<file path="src/rtl/hold_period_monitor_if.sv">
// hold_period_monitor_if: gate/toggle inputs and the per-period record port of the monitor
interface hold_period_monitor_if #(
  parameter int CNT_W = 8,
  parameter int FT_W  = 2
);
  logic             g_in;
  logic             f_in;
  logic             clr;
  logic             out_ready;
  logic             out_valid;
  logic [CNT_W-1:0] out_hi_len;
  logic [CNT_W-1:0] out_lo_len;
  logic [FT_W-1:0]  out_f_tog;
  logic             out_timeout;
  logic             drop_sticky;
  logic             busy;
  modport master (
    output g_in, f_in, clr, out_ready,
    input  out_valid, out_hi_len, out_lo_len, out_f_tog, out_timeout, drop_sticky, busy
  );
  modport slave (
    input  g_in, f_in, clr, out_ready,
    output out_valid, out_hi_len, out_lo_len, out_f_tog, out_timeout, drop_sticky, busy
  );
endinterface

</file>
<file path="src/rtl/hold_period_monitor.sv">
// hold_period_monitor: measures each g period (high/low length, f edges) and emits one record per period
module hold_period_monitor #(
  parameter int CNT_W   = 8,
  parameter int TIMEOUT = 255,
  parameter int FT_W    = 2
) (
  input logic                 clk,
  input logic                 rst,
  hold_period_monitor_if.slave m
);
  typedef enum logic [1:0] {IDLE, HIGH, LOW} state_t;
  localparam logic [CNT_W-1:0] CNT_ONE = CNT_W'(1);
  localparam logic [CNT_W-1:0] CNT_MAX = '1;
  localparam logic [CNT_W-1:0] TO_LIM  = CNT_W'(TIMEOUT);
  localparam logic [FT_W-1:0]  FT_ONE  = FT_W'(1);
  localparam logic [FT_W-1:0]  FT_MAX  = '1;
  state_t state_q, state_d;
  logic g_q, f_q, rise, f_edge, start, cap, cap_to, load, busy;
  logic [CNT_W-1:0] hi_q, hi_d, lo_q, lo_d, out_hi_q, out_lo_q;
  logic [FT_W-1:0] ft_q, ft_d, out_ft_q;
  logic valid_q, valid_d, to_q, drop_q, drop_d;
  assign rise   = m.g_in & ~g_q;
  assign f_edge = m.f_in ^ f_q;
  always_ff @(posedge clk or posedge rst)
    if (rst) state_q <= IDLE;
    else     state_q <= state_d;
  always_comb begin
    state_d = (state_q == IDLE) ? (rise ? HIGH : IDLE) :
              (state_q == HIGH) ? (m.g_in ? HIGH : LOW) :
              (state_q == LOW)  ? (m.g_in ? HIGH : (lo_q == TO_LIM) ? IDLE : LOW) : IDLE;
  end
  // In LOW, g_q is always 0, so g_in=1 there is a rise that closes the period.
  always_comb begin
    busy   = state_q != IDLE;
    cap    = (state_q == LOW) & (m.g_in | (lo_q == TO_LIM));
    cap_to = (state_q == LOW) & ~m.g_in & (lo_q == TO_LIM);
    start  = (state_d == HIGH) & (state_q != HIGH);
  end
  always_comb begin
    hi_d    = start ? CNT_ONE :
              (state_q == HIGH & m.g_in & hi_q != CNT_MAX) ? hi_q + CNT_ONE : hi_q;
    lo_d    = (state_q == HIGH & ~m.g_in) ? CNT_ONE :
              (state_q == LOW & ~m.g_in & lo_q != TO_LIM) ? lo_q + CNT_ONE : lo_q;
    ft_d    = start ? FT_W'(f_edge) :
              (busy & f_edge & ft_q != FT_MAX) ? ft_q + FT_ONE : ft_q;
    load    = cap & (~valid_q | m.out_ready);
    valid_d = load | (valid_q & ~m.out_ready);
    drop_d  = (cap & ~load) | (drop_q & ~m.clr);
  end
  always_ff @(posedge clk or posedge rst)
    if (rst) begin
      g_q      <= 1'b1;
      f_q      <= 1'b0;
      hi_q     <= '0;
      lo_q     <= '0;
      ft_q     <= '0;
      valid_q  <= 1'b0;
      drop_q   <= 1'b0;
      out_hi_q <= '0;
      out_lo_q <= '0;
      out_ft_q <= '0;
      to_q     <= 1'b0;
    end else begin
      g_q     <= m.g_in;
      f_q     <= m.f_in;
      hi_q    <= hi_d;
      lo_q    <= lo_d;
      ft_q    <= ft_d;
      valid_q <= valid_d;
      drop_q  <= drop_d;
      if (load) begin
        out_hi_q <= hi_q;
        out_lo_q <= lo_q;
        out_ft_q <= ft_q;
        to_q     <= cap_to;
      end
    end
  assign m.out_valid   = valid_q;
  assign m.out_hi_len  = out_hi_q;
  assign m.out_lo_len  = out_lo_q;
  assign m.out_f_tog   = out_ft_q;
  assign m.out_timeout = to_q;
  assign m.drop_sticky = drop_q;
  assign m.busy        = busy;
endmodule
</file>
<file path="src/flat_wrapper.sv">
// flat-port wrapper written by rule: the top's interface ports become plain ports
module hold_period_monitor_flat 
#(
  parameter int CNT_W   = 8,
  parameter int TIMEOUT = 255,
  parameter int FT_W    = 2
)
  (clk, rst, m_g_in, m_f_in, m_clr, m_out_ready, m_out_valid, m_out_hi_len, m_out_lo_len, m_out_f_tog, m_out_timeout, m_drop_sticky, m_busy);
  hold_period_monitor_if #(.CNT_W(CNT_W), .FT_W(FT_W)) m_i ();
  input logic clk;
  input logic rst;
  input wire logic [$bits(m_i.g_in)-1:0] m_g_in;
  input wire logic [$bits(m_i.f_in)-1:0] m_f_in;
  input wire logic [$bits(m_i.clr)-1:0] m_clr;
  input wire logic [$bits(m_i.out_ready)-1:0] m_out_ready;
  output wire logic [$bits(m_i.out_valid)-1:0] m_out_valid;
  output wire logic [$bits(m_i.out_hi_len)-1:0] m_out_hi_len;
  output wire logic [$bits(m_i.out_lo_len)-1:0] m_out_lo_len;
  output wire logic [$bits(m_i.out_f_tog)-1:0] m_out_f_tog;
  output wire logic [$bits(m_i.out_timeout)-1:0] m_out_timeout;
  output wire logic [$bits(m_i.drop_sticky)-1:0] m_drop_sticky;
  output wire logic [$bits(m_i.busy)-1:0] m_busy;
  assign m_i.g_in = m_g_in;
  assign m_i.f_in = m_f_in;
  assign m_i.clr = m_clr;
  assign m_i.out_ready = m_out_ready;
  assign m_out_valid = m_i.out_valid;
  assign m_out_hi_len = m_i.out_hi_len;
  assign m_out_lo_len = m_i.out_lo_len;
  assign m_out_f_tog = m_i.out_f_tog;
  assign m_out_timeout = m_i.out_timeout;
  assign m_drop_sticky = m_i.drop_sticky;
  assign m_busy = m_i.busy;
  hold_period_monitor #(.CNT_W(CNT_W), .TIMEOUT(TIMEOUT), .FT_W(FT_W)) u_core (.clk(clk), .rst(rst), .m(m_i));
endmodule
</file>
<file path="config.mk">
export PLATFORM = sky130hd
export DESIGN_NAME = hold_period_monitor_flat
export DESIGN_NICKNAME = d
export VERILOG_FILES = /design/src/rtl/hold_period_monitor_if.sv /design/src/rtl/hold_period_monitor.sv /design/src/flat_wrapper.sv
export SDC_FILE = /design/constraint.sdc
export NUM_CORES = 1
export LEC_CHECK = 0
export ABC_CLOCK_PERIOD_IN_PS = 2500
export CELL_PAD_IN_SITES_DETAIL_PLACEMENT = 1
export CELL_PAD_IN_SITES_GLOBAL_PLACEMENT = 2
export CORE_MARGIN = 4
export CORE_UTILIZATION = 36
export DETAILED_ROUTE_END_ITERATION = 6
export PLACE_DENSITY = 0.86
export SLEW_MARGIN = 40
export SYNTH_ARGS = -nofsm -noshare
export SYNTH_HDL_FRONTEND = slang
export SYNTH_SLANG_ARGS = --single-unit
</file>
<file path="constraint.sdc">
create_clock -name clk -period 2.5 [get_ports clk]
set_input_delay 0.375 -clock clk [delete_from_list [all_inputs] [get_ports clk]]
set_output_delay 0.375 -clock clk [all_outputs]
set_load 0.05 [all_outputs]
</file>
== After elaboration in Yosys (flattened, before gate mapping) ==
Index checks and enable logic that the tools add are counted.
Widths: inputs -> output; s select.
Operators by class
  add/subtract/negate cells: 3
  equal/unequal tests: 8
  multiplexer cells: 13
  bitwise logic cells: 26
  reductions and logical operators: 5
Operators with widths (count)
  $mux 8: 4
  $add 8x1->8 const B: 2
  $mux 2: 8
  $ne 8x8->1 const B: 2
  $and 1x1->1: 15
  $eq 8x8->1 const B: 1
  $reduce_bool 2->1: 4
  $not 1->1: 6
  $eq 2x1->1 const B: 2
  $or 1x1->1: 4
  $add 2x1->2 const B: 1
  $eq 2x2->1 const B: 1
  $logic_not 2->1: 1
  $ne 2x1->1 const B: 1
  $ne 2x2->1 const B: 1
  $mux 1: 1
  $xor 1x1->1: 1
Storage, ports and cells
  bits in registers: 43
  input bits: 6
  output and inout port bits: 22
  logic and storage cells: 67

== Logic depth before layout (Yosys ltp) ==
  depth in word-level cells: 9
  depth in mapped cells: 7
  mapped depth without buffers: 5

== Worst setup path after synthesis ==
Ideal clock, no wire load.
  path type: register to register
  from: register u_core.lo_q[0]
  to: register u_core.out_ft_q[1], in the netlist u_core.m.out_f_tog[1]
  library setup time: 0.125 ns
  data arrival time: 1.660 ns
  required time: 2.375 ns
  path slack: 0.715 ns
  stages on the path, launching flop included: 8
  buffers on the path: 2
  clock period less this slack: 1.785 ns
  path through: dfrtp_1 > ha_1 > nand3_2 > o21ai_4 > and3_1 > buf_6 > buf_12 > mux2_4
Between the ends
  longest elaborated chain between the ends: 4
RTL lines
  from (decl): line hold_period_monitor.sv:19  | logic [CNT_W-1:0] hi_q, hi_d, lo_q, lo_d, out_hi_q, out_lo_q;
  from (signal assigned): line hold_period_monitor.sv:67  | lo_q <= lo_d;
  $eq 8x8->1: line hold_period_monitor.sv:35  | cap = (state_q == LOW) & (m.g_in | (lo_q == TO_LIM));
  $or 1x1->1: line hold_period_monitor.sv:35
  $and 1x1->1: line hold_period_monitor.sv:35
  $and 1x1->1: line hold_period_monitor.sv:46  | load = cap & (~valid_q | m.out_ready);
  to (signal assigned): line hold_period_monitor.sv:74  | out_ft_q <= ft_q;
  to (decl): line hold_period_monitor.sv:20  | logic [FT_W-1:0] ft_q, ft_d, out_ft_q;
No other way between the ends.
A chain may end at the register's enable or synchronous reset.

== Final worst setup path ==
  from: register u_core.state_q[0]
  to: output m_busy
Between the ends
  longest elaborated chain between the ends: 1
RTL lines
  from (decl): line hold_period_monitor.sv:17  | state_t state_q, state_d;
  from (signal assigned): line hold_period_monitor.sv:26  | else state_q <= state_d;
  $reduce_bool 2->1: line hold_period_monitor.sv:34  | busy = state_q != IDLE;
  to (decl): line flat_wrapper.sv:22  | output wire logic [$bits(m_i.busy)-1:0] m_busy;
No other way between the ends.

==> metrics.yaml <==
cap_violations: 0
period_share: 0.8717
antenna_left: 0
start_util: 0.3779
post_cts_resized: 0
irDropWorstVdd_mv: 0.3146
viasPerCell: 5.203
synth_area_mm2: 0.001967
worstPathRequired_ns: 2.12
wl_per_cell_um: 15.69
ys_ff_latch: 43
syn_area_per_cell_um2: 12.29
fmax_mhz: 458.9
io_pins: 28
gr-usage-all-layers: 0.1414
grt_overflow: 0
cp_slowest_stage_delay_ns: 0.79
synth.yosys.seq_area_share: 0.5477
htree_levels: 2
power_frac_comb: 0.305
fp.dieW_um: 81.92
detailed_place_hpwl_mm: 3.020
fin_util: 0.4647
p_per_area_mw_per_mm2: 827.9
grt_pass1_vias: 1534
ys_types: 40
cts_sinks: 43
slowest_stage: "clkdlybuf4s50_1"
hold_violations: 0
async_flop_share: 1.000
drv_slew: 0
min_path_type: "in -> async"
crit_arrival_ns: 1.80
worstMarginPinSlew_ns: 0.5836
die_h_um: 81.92
numCtsBuffers: 5
setup_slack_ns: 0.3208
fin_worst_skew_ns: 0.006889
p_int_uw: 1306
diodes: 0
path_clk_slew_ns: 0.08
grt_pass1_wl_mm: 7.189
end_kind: "primary output"
post-place-ws_ns: 0.3330
via_count: 1384
finalSetupTns_ns: 0
cts_tree: "done"
synthCells: 160
synth_fp_nets: 169
clk_latency_ns: 0.29
outcome: "complete, no violations"
cts_setup_buffers: 0
antenna_found_initial: 0
cts_buffer_depth: 2
crit_family: "buffers and inverters"
cp_cell_sequence: "nor2_1 -> inv_1 -> clkdlybuf4s50_1"
dieArea_mm2: 0.006710
drive_gt1_frac: 0.1837
cp_max_fo: 8
areaGrowthSynthToFinish_pct: 22.96
netSwitchingPower_uw: 696.3
pwr-share-seq: 0.458
nets: 204
cts_hold_buffers: 0
synth.top_cells.by_area: "dfrtp_1 (53%), mux2_4 (7.6%), mux2_2 (4.6%)"
grt_max_degree: 44
clock_power_share: 0.237
cp_num_buf_inv: 2
yosysTopAreaCellShare: 0.5344
start_kind: "flop"
rsz0062_at_grt: "no"
cts_root_buffer: "clkbuf_8"
drt-total-wl_mm: 4.173
critPathKind: "reg -> out"
drt-initial-drc-count: 46
leakagePower_uw: 0.001071
floorplan.rows: 26
period_minus_slack_ns: 2.179
hold_ws_ns: 0.5131
final_common_cell: "dfrtp_1"
synth_largest_area_cell: "dfrtp_1"
setup_violations: 0
drt_drc_violations_left: 0
ys.flop_type: "dfrtp_1"
io_buffer_count: 27
gp_congestion: 0.7440
final_cell_mix: "dfrtp_1 (42), clkdlybuf4s50_1 (27), nand2_1 (19), mux2_4 (10), a21oi_1 (9)"
dr.pass1.iters: 4
synth_warnings: 0
switching_share: 0.3477
core_mm2: 0.005205
slew_headroom: 0.6086
synth_edf_count: 0
## cells by family (layout without fill, tap and decap cells)
group	count (synthesis)	in the layout	synth area share
multiplexers	23	23	0.1476
buffers and inverters	9	45	0.02989
AND/OR/NAND/NOR	50	50	0.1431
flip-flops	43	43	0.5477
adder cells (fa/ha/maj)	3	3	0.01909
AO/OA/AOI/OAI	29	29	0.09924
XOR/XNOR	3	3	0.01336
## Yosys cell counts (2+ instances only)
library cell and number:
mux2_4 10, nand2_1 19, inv_1 6, o211ai_1 2
or4_1 3, xnor2_1 2, a21oi_1 9, o31ai_1 4
or3_2 2, nand3_1 7, mux2_2 8, and3_1 3
mux2i_1 5, o21ai_0 4, nor2_1 4, ha_1 3
a31oi_1 2, dfrtp_1 42, nand4_1 3, or3_1 2
## worst paths after layout
check / startpoint / to / slack, ns / cells after the start
setup / recovery: u_core.state_q[0]$_DFF_PP0_ / m_busy / 0.32 / 3
hold / removal: rst / u_core.m.drop_sticky$_DFF_PP0_ / 0.51 / 3
setup reg to reg: u_core.lo_q[0]$_DFFE_PP0P_ / u_core.m.out_hi_len[7]$_DFFE_PP0P_ / 0.50 / 6
hold reg to reg: u_core.m.out_lo_len[2]$_DFFE_PP0P_ / u_core.m.out_lo_len[2]$_DFFE_PP0P_ / 0.51 / 1
max in group asynchronous: rst / u_core.m.out_lo_len[1]$_DFFE_PP0P_ / 1.62 / 3
min in group clk: u_core.m.out_lo_len[2]$_DFFE_PP0P_ / u_core.m.out_lo_len[2]$_DFFE_PP0P_ / 0.51 / 1
## sequential cells by signal, indices dropped and copies added, names as in the netlist
| register | cells |
|---|---|
| u_core.f_q | 1 |
| u_core.hi_q | 8 |
| u_core.m.out_valid | 1 |
| u_core.m.out_lo_len | 8 |
| u_core.state_q | 2 |
| u_core.m.out_hi_len | 8 |
| u_core.m.out_timeout | 1 |
| u_core.g_q | 1 |
| u_core.m.out_f_tog | 2 |
| u_core.lo_q | 8 |
| u_core.ft_q | 2 |
| u_core.m.drop_sticky | 1 |
## power groups by stage
| stage | logic (uW) | clock network, uW | registers, uW |
|---|---|---|---|
| 2_1_floorplan | 247 | 0 | 1100 |
| 3_3_place_gp | 602 | 0 | 924 |
| 3_5_place_dp | 622 | 0 | 932 |
| 4_1_cts | 622 | 497 | 920 |
| 5_1_grt | 660 | 530 | 941 |
| 6_report | 611 | 474 | 918 |
## final cells by class
cell class | instances | area, um2
Tap cell | 70 | 87.58
Fill cell | 587 | 2786
Clock buffer | 8 | 100.1
Timing Repair Buffer | 31 | 300.3
Multi-Input combinational cell | 108 | 830.8
Sequential cell | 43 | 1077
Inverter | 6 | 22.52
## stage by stage
stage	instance area [um2]	power, uW	instances
CTS	2419	2039	266
global placement	2318	1526	258
floorplan	1967	1345	160
finish	2419	2002	266
detailed placement	2318	1554	258
global route	2419	2131	266
## per-layer routing
metal	vias up	global-route usage	share of wire	wire length (um)
li1	651	-	-	-
met4	0	0.04983	0.016	65
met1	705	0.1684	0.44	1835
met2	22	0.2496	0.52	2151
met3	6	0.03070	0.029	120
met5	-	0	0	0
## worst register-to-register path, stage by stage (launching register included)
cell	delay, ns
dfrtp_1	0.41
ha_1	0.27
nand3_2	0.15
o21ai_4	0.24
and3_1	0.23
buf_4	0.24
mux2_2	0.36
Note: power is estimated with default switching activity, not from simulation.
